--- src/rtl/gpio_pwm_channel_if.sv ---
// Register-side and pin-side signals of one PWM channel. The register file
// drives the master side and the channel implements the slave side.
interface gpio_pwm_channel_if #(
  parameter int CNT_WIDTH   = 16,
  parameter int PRESC_WIDTH = 16
);
  logic                   enable;
  logic [PRESC_WIDTH-1:0] prescaler;
  logic [CNT_WIDTH-1:0]   period;
  logic [CNT_WIDTH-1:0]   duty;
  logic                   load;
  logic                   pwm_out;
  logic                   period_tick;
  logic                   pending;

  modport master (
    output enable, prescaler, period, duty, load,
    input  pwm_out, period_tick, pending
  );

  modport slave (
    input  enable, prescaler, period, duty, load,
    output pwm_out, period_tick, pending
  );
endinterface

--- src/rtl/gpio_pwm_channel.sv ---
// Per-pin PWM generator feeding the GPIO alternate-function mux. Period and
// duty pass through a shadow stage and only take effect at a period boundary.
module gpio_pwm_channel #(
  parameter int CNT_WIDTH   = 16,
  parameter int PRESC_WIDTH = 16
) (
  input  logic             clk,
  input  logic             resetn,
  gpio_pwm_channel_if.slave bus
);

  localparam logic [0:0] ST_IDLE = 1'b0;
  localparam logic [0:0] ST_RUN  = 1'b1;

  logic [0:0]             state;
  logic [0:0]             state_next;
  logic [PRESC_WIDTH-1:0] pre_cnt;
  logic [PRESC_WIDTH-1:0] pre_cnt_next;
  logic [CNT_WIDTH-1:0]   cnt;
  logic [CNT_WIDTH-1:0]   cnt_next;
  logic [CNT_WIDTH-1:0]   act_period;
  logic [CNT_WIDTH-1:0]   act_duty;
  logic [CNT_WIDTH-1:0]   sh_period;
  logic [CNT_WIDTH-1:0]   sh_duty;
  logic [CNT_WIDTH-1:0]   period_next;
  logic [CNT_WIDTH-1:0]   duty_next;
  logic [CNT_WIDTH-1:0]   sh_period_next;
  logic [CNT_WIDTH-1:0]   sh_duty_next;
  logic                   pending_q;
  logic                   pending_next;
  logic                   pwm_q;
  logic                   pwm_next;
  logic                   tick_q;
  logic                   tick_next;
  logic                   step;
  logic                   wrap;

  always_comb begin
    state_next     = state;
    pre_cnt_next   = pre_cnt;
    cnt_next       = cnt;
    period_next    = act_period;
    duty_next      = act_duty;
    sh_period_next = sh_period;
    sh_duty_next   = sh_duty;
    pending_next   = pending_q;
    step           = 1'b0;
    wrap           = 1'b0;

    if (!bus.enable) begin
      // Idle channel: nothing to protect, so new values go live at once
      state_next   = ST_IDLE;
      pre_cnt_next = '0;
      cnt_next     = '0;
      if (bus.load) begin
        period_next    = bus.period;
        duty_next      = bus.duty;
        sh_period_next = bus.period;
        sh_duty_next   = bus.duty;
        pending_next   = 1'b0;
      end else if (pending_q) begin
        period_next  = sh_period;
        duty_next    = sh_duty;
        pending_next = 1'b0;
      end
    end else begin
      if (state == ST_IDLE) begin
        // First enabled edge opens a fresh period at count zero
        state_next   = ST_RUN;
        pre_cnt_next = '0;
        cnt_next     = '0;
      end else begin
        step = (pre_cnt >= bus.prescaler);
        if (step) begin
          pre_cnt_next = '0;
          wrap         = (cnt >= act_period);
          cnt_next     = wrap ? '0 : cnt + CNT_WIDTH'(1);
        end else begin
          pre_cnt_next = pre_cnt + PRESC_WIDTH'(1);
        end
      end

      if (bus.load) begin
        sh_period_next = bus.period;
        sh_duty_next   = bus.duty;
      end

      // A load landing on the wrap edge bypasses the shadow stage entirely
      if (wrap && bus.load) begin
        period_next  = bus.period;
        duty_next    = bus.duty;
        pending_next = 1'b0;
      end else if (wrap && pending_q) begin
        period_next  = sh_period;
        duty_next    = sh_duty;
        pending_next = 1'b0;
      end else if (bus.load) begin
        pending_next = 1'b1;
      end
    end

    tick_next = wrap;
    pwm_next  = bus.enable && (cnt_next < duty_next);
  end

  always_ff @(posedge clk or negedge resetn) begin
    if (!resetn) begin
      state      <= ST_IDLE;
      pre_cnt    <= '0;
      cnt        <= '0;
      act_period <= '0;
      act_duty   <= '0;
      sh_period  <= '0;
      sh_duty    <= '0;
      pending_q  <= 1'b0;
      pwm_q      <= 1'b0;
      tick_q     <= 1'b0;
    end else begin
      state      <= state_next;
      pre_cnt    <= pre_cnt_next;
      cnt        <= cnt_next;
      act_period <= period_next;
      act_duty   <= duty_next;
      sh_period  <= sh_period_next;
      sh_duty    <= sh_duty_next;
      pending_q  <= pending_next;
      pwm_q      <= pwm_next;
      tick_q     <= tick_next;
    end
  end

  assign bus.pwm_out     = pwm_q;
  assign bus.period_tick = tick_q;
  assign bus.pending     = pending_q;

endmodule

--- src/flat_wrapper.sv ---
// flat-port wrapper written by rule: the top's interface ports become plain ports
module gpio_pwm_channel_flat 
#(
  parameter int CNT_WIDTH   = 16,
  parameter int PRESC_WIDTH = 16
)
  (clk, resetn, bus_enable, bus_prescaler, bus_period, bus_duty, bus_load, bus_pwm_out, bus_period_tick, bus_pending);
  gpio_pwm_channel_if #(.CNT_WIDTH(CNT_WIDTH), .PRESC_WIDTH(PRESC_WIDTH)) bus_i ();
  input  logic clk;
  input  logic resetn;
  input wire logic [$bits(bus_i.enable)-1:0] bus_enable;
  input wire logic [$bits(bus_i.prescaler)-1:0] bus_prescaler;
  input wire logic [$bits(bus_i.period)-1:0] bus_period;
  input wire logic [$bits(bus_i.duty)-1:0] bus_duty;
  input wire logic [$bits(bus_i.load)-1:0] bus_load;
  output wire logic [$bits(bus_i.pwm_out)-1:0] bus_pwm_out;
  output wire logic [$bits(bus_i.period_tick)-1:0] bus_period_tick;
  output wire logic [$bits(bus_i.pending)-1:0] bus_pending;
  assign bus_i.enable = bus_enable;
  assign bus_i.prescaler = bus_prescaler;
  assign bus_i.period = bus_period;
  assign bus_i.duty = bus_duty;
  assign bus_i.load = bus_load;
  assign bus_pwm_out = bus_i.pwm_out;
  assign bus_period_tick = bus_i.period_tick;
  assign bus_pending = bus_i.pending;
  gpio_pwm_channel #(.CNT_WIDTH(CNT_WIDTH), .PRESC_WIDTH(PRESC_WIDTH)) u_core (.clk(clk), .resetn(resetn), .bus(bus_i));
endmodule
--- config.mk ---
export PLATFORM = sky130hd
export DESIGN_NAME = gpio_pwm_channel_flat
export DESIGN_NICKNAME = d
export VERILOG_FILES = /design/src/rtl/gpio_pwm_channel_if.sv /design/src/rtl/gpio_pwm_channel.sv /design/src/flat_wrapper.sv
export SDC_FILE = /design/constraint.sdc
export NUM_CORES = 1
export LEC_CHECK = 0
export CAP_MARGIN = 20
export CORE_AREA = 2 2 118 120
export DETAILED_ROUTE_END_ITERATION = 12
export DIE_AREA = 0 0 120 122
export GPL_ROUTABILITY_DRIVEN = 0
export SYNTH_ARGS = -nofsm -noshare
export SYNTH_HDL_FRONTEND = slang
export SYNTH_SLANG_ARGS = --single-unit
--- constraint.sdc ---
create_clock -name clk -period 4.3 [get_ports clk]
set_input_delay 0.86 -clock clk [delete_from_list [all_inputs] [get_ports clk]]
set_output_delay 0.86 -clock clk [all_outputs]
set_load 0.1 [all_outputs]
### Word-level counts from Yosys, hierarchy flattened

Cells that the tools add are included.

* $add $sub $neg: 2
* $mul: 0
* div/mod/pow operators: 0
* $lt $le $gt $ge: 3
* eq/ne operators: 2
* shift operators: 0
* mux-type cells: 26
* bitwise gates (word level): 0
* reduce and logical (&&, ||, !) cells: 5

Operator list (count)
* 16-bit 2-to-1 mux: 17
* 16-bit by 1-bit adder with 16-bit output (second input constant): 2
* 16-bit greater-or-equal comparator: 2
* 16-bit less-than comparator: 1
* 1-bit 2-to-1 mux: 9
* 4-bit by 1-bit inequality test with 1-bit output (second input constant): 1
* 1-bit logical AND: 3
* 3-bit by 1-bit inequality test with 1-bit output (second input constant): 1
* 3-bit nonzero test: 1
* 2-bit AND reduction: 1

* register bits: 100
* bits in latches: 0
* memory bits (writable): 0
* bits in read-only memories: 0
* input port bits: 52
* output and inout bits: 3
* logic and storage cells: 48
* memories: 0

### Logic depth before layout (Yosys ltp)

* depth after elaboration: 10
* depth in mapped cells: 19
* mapped depth without buffers: 17

### Worst setup path before layout

Ideal clock, no wire load.

* path kind: in2reg
* start point: input port bus_prescaler[0]
* end point: register u_core.pwm_q, in the netlist u_core.bus.pwm_out
* setup time: 0.069 ns
* arrival time: 3.997 ns
* required time: 4.231 ns
* setup slack: 0.234 ns
* stages on the path: 16
* path buffers: 2
* cells stage by stage: ha_1 nand2b_4 a2111oi_2 o21a_2 o211ai_2 buf_6 a41oi_2 buf_4 nor2_1 a221oi_1 ha_1 and3_1 a221o_1 nand4b_1 a311o_1 nand3_1

* cells in the longest elaborated chain, start to end: 10
* elaborated cells between the ends (all ways): 14
* classes of those cells: 2 x order compare; 9 x mux; 3 x reduce/logical

Ends and longest elaborated chain
* start: declaration: RTL line flat_wrapper.sv:12 `input wire logic [$bits(bus_i.prescaler)-1:0] bus_prescaler;`
* 16-bit greater-or-equal comparator (*): RTL line gpio_pwm_channel.sv:73 `step = (pre_cnt >= bus.prescaler);`
* 1-bit 2-to-1 mux: RTL line gpio_pwm_channel.sv:74 `if (step) begin`
* 1-bit 2-to-1 mux: RTL line gpio_pwm_channel.sv:67 `if (state == ST_IDLE) begin`
* 1-bit 2-to-1 mux: RTL line gpio_pwm_channel.sv:50 `if (!bus.enable) begin`
* 1-bit logical AND: RTL line gpio_pwm_channel.sv:93 `end else if (wrap && pending_q) begin`
* 16-bit 2-to-1 mux: RTL line gpio_pwm_channel.sv:93
* 16-bit 2-to-1 mux: RTL line gpio_pwm_channel.sv:89 `if (wrap && bus.load) begin`
* 16-bit 2-to-1 mux: RTL line gpio_pwm_channel.sv:50
* 16-bit less-than comparator (*): RTL line gpio_pwm_channel.sv:103 `pwm_next = bus.enable && (cnt_next < duty_next);`
* 1-bit logical AND (*): RTL line gpio_pwm_channel.sv:103
* named net u_core.pwm_next: RTL line gpio_pwm_channel.sv:32 `logic pwm_next;`
* end signal: assignment: RTL line gpio_pwm_channel.sv:127 `pwm_q <= pwm_next;`
* end: declaration: RTL line gpio_pwm_channel.sv:31 `logic pwm_q;`

The timed path passes the listed nets; every way through them passes the cells marked *. The select of a mux whose other input is x is not followed.
A chain may end at the register's enable or synchronous reset.

### Final worst setup path

* start point: input port bus_prescaler[9]
* end point: register u_core.pwm_q, in the netlist u_core.bus.pwm_out

The elaborated chain is that of the path after synthesis.

==> metrics.txt <==
Ys Warns=0; crit-path cells=clkdlybuf4s50_1, inv_1, ha_1, nand2_1, nor3_4, nand2_2, o211ai_4, buf_6, nand3_2, o21a_4, buf_4, buf_4, a221oi_1, ha_1, or2_2, a311o_1, nand3_1; WP data arrival=4510 ps; die height=122 um; Mapped Area=5910 um^2; H-tree Lvls=3; pwr dens=311 nW/um^2; # hold bufs at CTS=0; HPWL Detailed=9810 um; clock latency on the worst-skew pair=350 ps; CP max stage delay=460 ps; Clock Path Buffers=2; measured slew at the worst slew-check pin=966 ps; CP required=4590 ps; Sw Pwr=0.000601 W; worst-case hold slack=426 ps; DP Area=6760 um^2; DRC violations left=0; post-synth cell types=53; CTS tree=done; clock-pin slew on the worst setup and hold paths=70 ps; Layout area overhead=25.9%; first-pass GRT wire length=22700 um; worst-path maximum fanout=11; initial core utilization=0.437; Peak VDD IR=0.278 mV; min-delay worst type=input port to async pin; max-slew violations=0; nets=822; simple-gate area share of the yosys netlist=0.163; GRT Util Overall=0.195; initial DRC count=320; die width=120 um; Slew headroom=0.354; initial antenna violation count=0; wire length per cell=15.2 um; Synth Area per Inst=9.17 um^2; Syn Nets=745; vias post-DR=4829; Post-Route WL=13800 um; max layer used=met4; Leak=3.54 nW; most frequent cells in the layout=100 x dfrtp_1, 72 x nand2_1, 68 x nor2_1, 55 x inv_1, 45 x clkdlybuf4s50_1; crit start category=input port; vias per inst=5.33; mux share of post-synthesis cell area=0.0432; Crit Path Class=input port to flop; CTS Buf Count=9; max-cap viol count=0; final critical-path required period=4220 ps; Antenna Nets Post-Route=0; Sw Share=0.260; largest net degree at the start of global routing=39; Site Rows=43; vias in the first global route=4758; met2 routed WL=6730 um; core area=13500 um^2; drt pass-1 iters=4; I/O Pins=55; fraction of layout cells with a size suffix above 1=0.152; CTS root buffer=clkbuf_16; sequential area share after synthesis=0.424; CTS sink cnt=100; die area=14600 um^2; post-route design area=7440 um^2; period utilisation layout=0.981; metal1 wirelength=6430 um; clock network fraction of total power=0.377; Cells after Synth=644; met3 wire length=442 um; Final Hold Vio Count=0; Critical Path End Type=flop; slowest stage cell, crit path=clkdlybuf4s50_1; Ant. Diodes=0; final global-route overflow total=0; power share of the sequential group=0.462; post-synthesis adder-cell area fraction=0.104; Synth Register Bits=100; largest family of logic cells by synthesized area=compound AO/OA/AOI/OAI gates; Final setup viols=0; Synth Area in XOR/XNOR=0.0415; worst r2r src=u_core.cnt[2]$_DFF_PN0_; Compound-Gate Fraction of Synth Area=0.164; status=complete, no violations; Fmax achieved=237 MHz; Port Buf Inserts=54; Setup Skew=10.0 ps; Logic pwr share=0.161; Pint=0.00171 W; commonest non-fill, non-tap cell in the layout=dfrtp_1; CP startpoint=bus_prescaler[9]
cells in the mapped netlist, drive strengths merged:
master | count | area [um^2]
inv | 59 | 221
and2 | 1 | 6.26
xor2 | 22 | 193
nor3b | 1 | 12.5
nand4b | 1 | 8.76
buf | 13 | 70.1
nand4 | 15 | 93.8
and4 | 3 | 26.3
nor3 | 4 | 20.0
and3 | 8 | 50.1
nor4 | 2 | 12.5
mux2i | 12 | 120
ha | 49 | 613
o311ai | 1 | 8.76
a21o | 20 | 150
o21ai | 46 | 230
nor2b | 4 | 25.0
a31oi | 2 | 18.8
o211ai | 3 | 27.5
xnor2 | 6 | 52.6
o211a | 1 | 10.0
o32ai | 1 | 8.76
a2111oi | 1 | 15.0
a21oi | 30 | 150
a221o | 12 | 120
a41oi | 1 | 16.3
mux2 | 12 | 135
o2111ai | 1 | 8.76
nand2b | 2 | 20.0
clkbuf | 18 | 67.6
a211oi | 2 | 15.0
a221oi | 13 | 120
o21a | 7 | 53.8
or2 | 6 | 37.5
dfrtp | 100 | 2500
nor4bb | 1 | 10.0
a311o | 1 | 10.0
nand3 | 18 | 95.1
nand2 | 74 | 280
a22oi | 1 | 7.51
nor2 | 70 | 263
worst max-delay path: cells and delay by family:
kind                     cells  cell delay (ps)
AO/OA/AOI/OAI                4             1180
buffers and inverters        5              980
AND/OR/NAND/NOR              6              900
adder cells (fa/ha/maj)      2              570
path summary, 6_finish.rpt:
check                      depth (start not counted)  slack [ps]                                end
setup / recovery                                  17          80       u_core.bus.pwm_out$_DFF_PN0_
hold / removal                                     1         430            u_core.cnt[3]$_DFF_PN0_
setup reg to reg                                  15         420       u_core.bus.pwm_out$_DFF_PN0_
hold reg to reg                                    2         510  u_core.act_period[10]$_DFFE_PN0P_
max in group asynchronous                          2        3040       u_core.act_duty[3]$_DFF_PN0_
min in group clk                                   2         510  u_core.act_period[10]$_DFFE_PN0P_
kinds of logic (layout without fill, tap and decap cells):
group	count (synthesis)	in the layout
compound gates	143	143
xor+xnor	28	28
fa+ha+maj	49	49
buf+inv	90	172
flops	100	100
mux	24	24
simple gates	210	210
layer usage:
layer | vias to the layer above | GRT usage
li1 | 2392 | -
met1 | 2344 | 0.250
met2 | 76 | 0.332
met3 | 17 | 0.0463
met4 | 0 | 0.0522
met5 | - | 0
through the flow:
stage          utilization  total power [W]  worst slack (ps)  setup TNS [ps]  cells
2_1_floorplan            -          0.00129               234               0    644
3_3_place_gp         0.500          0.00143              -333            -333    876
3_5_place_dp         0.500          0.00144              -434            -434    876
4_1_cts              0.526          0.00232              6.02               0    893
5_1_grt              0.551          0.00244             -33.6           -33.6    906
6_report             0.551          0.00232              81.1               0    906
state kept, by name (all words and copies together), names as in the netlist, 16 cells and up:
| name | count |
|---|---|
| u_core.act_period | 16 |
| u_core.sh_period | 16 |
| u_core.cnt | 16 |
| u_core.sh_duty | 16 |
| u_core.act_duty | 16 |
| u_core.pre_cnt | 16 |
cell type report:
cell class | count | area [um^2]
fill | 1207 | 6060
multi-input combinational | 454 | 3260
sequential | 100 | 2500
timing repair buffer | 97 | 916
clock buffer | 11 | 243
tap | 180 | 225
inverter | 59 | 221
clock inverter | 5 | 75.1
what timing repair did:
item / in CTS / in global routing
gates resized for setup: 4 / 42
pin swaps: 1 / 24
gates cloned: 0 / 1
buffers inserted: 1 / 12
setup endpoints to repair: 1 / 1
power groups by stage:
stage	clock network, W	logic (W)	registers [W]
final	0.000873	0.000374	0.00107
after global routing	0.000934	0.000426	0.00108
after detailed placement	0	0.000357	0.00108
after floorplan	0	0.000215	0.00108
after global placement	0	0.000347	0.00108
after CTS	0.000899	0.000361	0.00107
Note: power is estimated with default switching activity, not from simulation.
